### src/rtl/mem_line_adapter.sv
// Splits one cache-line request into BEATS single-word bus transfers and reassembles
// read beats into a line; completion is a one-cycle registered mem_ready pulse.
module mem_line_adapter #(
  parameter int ADDR_WIDTH = 28,
  parameter int DATA_WIDTH = 32,
  parameter int BLOCK_SIZE = 256
) (
  input  logic                  clk,
  input  logic                  rst,
  input  logic [ADDR_WIDTH-1:0] mem_addr,
  input  logic [BLOCK_SIZE-1:0] mem_wr,
  input  logic                  mem_rw,
  input  logic                  mem_valid_out,
  output logic [BLOCK_SIZE-1:0] mem_rd,
  output logic                  mem_ready,
  output logic [ADDR_WIDTH-1:0] bus_addr,
  output logic [DATA_WIDTH-1:0] bus_wdata,
  output logic                  bus_we,
  output logic                  bus_req,
  input  logic [DATA_WIDTH-1:0] bus_rdata,
  input  logic                  bus_ack,
  output logic                  busy
);

  localparam int BEATS     = BLOCK_SIZE / DATA_WIDTH;
  localparam int BEAT_BITS = $clog2(BEATS);

  typedef enum logic [1:0] {
    S_IDLE = 2'd0,
    S_XFER = 2'd1,
    S_DONE = 2'd2
  } state_t;

  state_t                           r_state;
  state_t                           w_state_next;
  logic [BEAT_BITS-1:0]             r_beat;
  logic [ADDR_WIDTH-BEAT_BITS-1:0]  r_line_addr;
  logic                             r_rw;
  logic [BLOCK_SIZE-1:0]            r_wline;
  logic [BLOCK_SIZE-1:0]            r_buf;
  logic [BLOCK_SIZE-1:0]            r_mem_rd;
  logic                             r_ready;
  logic [BLOCK_SIZE-1:0]            w_buf_next;
  logic                             w_xfer;
  logic                             w_beat_done;
  logic                             w_last_beat;

  // Bus handshake: a beat is presented while bus_req is high and completes in the cycle
  // bus_ack is sampled high with it; bus_ack with bus_req low is ignored.
  assign w_xfer      = (r_state == S_XFER);
  assign w_beat_done = w_xfer && bus_ack;
  assign w_last_beat = (r_beat == BEAT_BITS'(BEATS - 1));

  always_ff @(posedge clk) begin
    if (rst) r_state <= S_IDLE;
    else     r_state <= w_state_next;
  end

  always_comb begin
    w_state_next = r_state;
    case (r_state)
      S_IDLE:  if (mem_valid_out) w_state_next = S_XFER;
      S_XFER:  if (bus_ack && w_last_beat) w_state_next = S_DONE;
      S_DONE:  w_state_next = S_IDLE;
      default: w_state_next = S_IDLE;
    endcase
  end

  always_comb begin
    w_buf_next = r_buf;
    if (w_beat_done && !r_rw)
      w_buf_next[int'(r_beat)*DATA_WIDTH +: DATA_WIDTH] = bus_rdata;
  end

  always_ff @(posedge clk) begin
    if (rst) begin
      r_beat      <= '0;
      r_line_addr <= '0;
      r_rw        <= 1'b0;
      r_wline     <= '0;
      r_buf       <= '0;
      r_mem_rd    <= '0;
      r_ready     <= 1'b0;
    end else begin
      r_ready <= w_beat_done && w_last_beat;
      if (r_state == S_IDLE && mem_valid_out) begin
        r_line_addr <= mem_addr[ADDR_WIDTH-1:BEAT_BITS];
        r_rw        <= mem_rw;
        r_wline     <= mem_wr;
        r_beat      <= '0;
      end
      if (w_beat_done) begin
        r_buf  <= w_buf_next;
        // Beat index wraps inside the line; it never touches the line address.
        r_beat <= r_beat + BEAT_BITS'(1);
        if (w_last_beat && !r_rw) r_mem_rd <= w_buf_next;
      end
    end
  end

  assign bus_req   = w_xfer;
  assign bus_we    = w_xfer && r_rw;
  assign bus_addr  = w_xfer ? {r_line_addr, r_beat} : '0;
  assign bus_wdata = w_xfer ? r_wline[int'(r_beat)*DATA_WIDTH +: DATA_WIDTH] : '0;
  assign busy      = (r_state != S_IDLE);
  assign mem_rd    = r_mem_rd;
  assign mem_ready = r_ready;

endmodule

### config.mk
export PLATFORM = sky130hd
export DESIGN_NAME = mem_line_adapter
export DESIGN_NICKNAME = d
export VERILOG_FILES = /design/src/rtl/mem_line_adapter.sv
export SDC_FILE = /design/constraint.sdc
export NUM_CORES = 1
export LEC_CHECK = 0
export CORE_ASPECT_RATIO = 0.8
export CORE_UTILIZATION = 40
export CTS_CLUSTER_SIZE = 28
export DETAILED_ROUTE_END_ITERATION = 16
export HOLD_SLACK_MARGIN = 0.05
export PLACE_DENSITY_LB_ADDON = 0.3
export RECOVER_POWER = 25
export SYNTH_ARGS = -nofsm -noshare
export SYNTH_HDL_FRONTEND = slang
export SYNTH_SLANG_ARGS = --single-unit
### constraint.sdc
create_clock -name clk -period 4.46 [get_ports clk]
set_clock_uncertainty 0.1 [all_clocks]
set_input_delay 0.892 -clock clk [delete_from_list [all_inputs] [get_ports clk]]
set_output_delay 0.892 -clock clk [all_outputs]
set_load 0.02 [all_outputs]
==> qor.yml <==
layout-drive-gt1-share_pct: 7.636
initial_core_util_pct: 40.45
drc: 0
die_w_microns: 318.0
dieArea_sq_um: 81000
hold_ws_ns: 0.3486
rsz0062_at_grt: "no"
netlist_area_sq_um: 31940
cts_root_buf: "clkbuf_16"
fmax_mhz: 233.9
syn2layout_area_growth_pct: 29.60
netSwitchingFraction_pct: 24.08
coreArea_sq_um: 78970
portBuffers: 637
pwr-share-clk_pct: 44.8
yosys.area_share.adder_pct: 0.2742
place_inst: 5098
p_int_uw: 11900
power_frac_seq_pct: 47.3
grt_pass1_vias: 26854
start_kind: "register"
vias: 29619
ant_nets: 0
synth_compound_area_share_pct: 17.52
wl_per_cell_microns: 22.29
cp.required_ns: 3.47
final_util_pct: 52.43
synth-simple-area-share_pct: 21.48
nNetsFinal: 4475
powerDensity_nw_per_um2: 378.7
dieHeight_microns: 254.8
finalSetupViolations: 0
path_max_fanout: 29
synth_xor_area_share_pct: 0
slew_violations: 374
tns_ns: 0
final_hold_viol_count: 0
arrival_ns: 3.28
drtPass1Iterations: 6
cts.sinks: 800
p_leak_uw: 0.01400
synth_area_per_cell_sq_um: 8.587
finalPower_uw: 15680
p_sw_uw: 3776
drt_iter0_drc: 3709
status: "finished with violations"
track_usage_pct: 27.81
worstMarginPinSlew_ns: 2.208
grt_max_degree: 189
muxShareOfSynthArea_pct: 4.982
synth.distinct_cells: 55
synth_top_family_by_area: "simple AND/OR/NAND/NOR gates"
viasPerCell: 5.629
wl_microns: 117300
cts_buffer_depth: 3
cts.clk_slew.worst_paths_ns: 0.07
num_rows: 92
cts-htree-levels: 3
ios: 641
path_class: "reg2out"
p_comb_share_pct: 7.9
cts_inserted_buffers: 81
min_period_over_period_pct: 95.88
irDropWorstVdd_mv: 0.2666
cts_resized: 0
worst_setup_path_end_kind: "output pin"
dp_hpwl_microns: 78360
async_reset_ff_share_pct: 0
postCtsSetupBuffers: 0
synth_edf_count: 0
cts_tree: "yes"
ys_seq_area_share_pct: 50.14
final_cell_mix: "822 x nand2_1, 797 x dfxtp_1, 635 x clkdlybuf4s50_1"
grt_antenna_before_repair: 26
max_cap_viol_count: 4
ys.flop_type: "dfxtp_1"
layout_commonest_cell: "nand2_1"
fin_crit_ns: 4.276
syn_nets: 4048
gp_congestion: 0.8774
min_path_type: "reg2reg"
synth-warning-count: 0
grt_overflow_total: 0
relSlewSlack_pct: -47.22
insertion_delay_ns: 0.64
ys_ff_latch: 800
grt_first_pass_wirelength_microns: 172000
hold_buffers: 0
violations: "max-capacitance violations, max-slew violations"
netlist_instances: 3720
finalNonFillerCells: 5262
==> cell usage after synthesis (11+ instances only) <==
cell type    n  area [sq um]
a21oi_1    483          2417
a311oi_1    53         464.2
nand2_1    823          3089
a22o_1      78         683.2
buf_1       17         63.81
clkbuf_4    11         82.58
clkbuf_1   201         754.5
a22oi_1     25         187.7
a221oi_1    78         683.2
dfxtp_1    800         16020
nand3_1    189         945.9
nand4b_1    22         192.7
buf_4       26         195.2
and2_1      27         168.9
mux4_2      64          1441
nor2_1     343          1287
a211oi_1   123         923.4
buf_2      116         580.6
mux2i_1     15         150.1
nor3_1     145         725.7
==> state kept, by name, summed over array words and instances (netlist names) <==
register,cells
mem_rd,256
r_buf,256
r_wline,256
r_line_addr,25
r_beat,3
r_state,2
mem_ready,1
r_rw,1
==> final timing paths <==
kind             startpoint  slack [ns]             end  depth (start not counted)
min          r_line_addr[4]        0.35  r_line_addr[4]                          2
max               r_beat[1]        0.18   bus_wdata[14]                          5
max reg2reg      r_state[0]        0.68     r_wline[39]                          5
min reg2reg  r_line_addr[4]        0.35  r_line_addr[4]                          2
==> worst max-delay path, cell delays in order (launching register included) <==
cell and delay [ns]:
dfxtp_4 0.68, buf_4 0.43, mux4_2 0.26, nand2_1 0.18, a21oi_1 0.37, clkdlybuf4s50_1 0.69
==> power by group through the flow <==
stage | Sequential, uW | Combinational (uW) | Clock [uW]
6_report | 7410 | 1240 | 7030
5_1_grt | 7420 | 1330 | 7420
4_1_cts | 7400 | 1240 | 7140
3_5_place_dp | 7560 | 1230 | 0
3_3_place_gp | 7560 | 1220 | 0
2_1_floorplan | 7520 | 649 | 0
==> per-layer routing <==
metal | track usage (%) | up-vias | part of all wire (%)
met5 | 0 | - | 0
met4 | 12.19 | 0 | 3.7
met3 | 4.685 | 208 | 8.1
met2 | 40.39 | 1291 | 44
met1 | 40.37 | 14311 | 44
li1 | - | 13809 | -
==> per-stage QoR <==
step	instance area, sq um	setup slack [ns]
finish	41400	0.1839
global route	41400	0.1063
CTS	41420	0.2094
detailed placement	38730	0.8988
global placement	38730	0.9198
floorplan	31940	1.464
==> area by class of cell <==
type                            instances  area, sq um
Fill cell                            7389        37560
Sequential cell                       800        16020
Multi-Input combinational cell       2535        14170
Timing Repair Buffer                  723         7137
Clock buffer                          109         2293
Tap cell                             1034         1294
Clock inverter                         31        399.1
Antenna cell                           24        60.06
Inverter                                6        22.52
==> kinds of logic (layout without fill, tap and decap cells) <==
kind of cell | Yosys count | after routing
AND/OR/NAND/NOR | 1592 | 1592
AO/OA/AOI/OAI | 857 | 857
flip-flops | 800 | 800
buffers and inverters | 385 | 869
multiplexers | 79 | 79
adder cells (fa/ha/maj) | 7 | 7
other | 0 | 24
No activity file was read; power rests on OpenSTA's default activity.
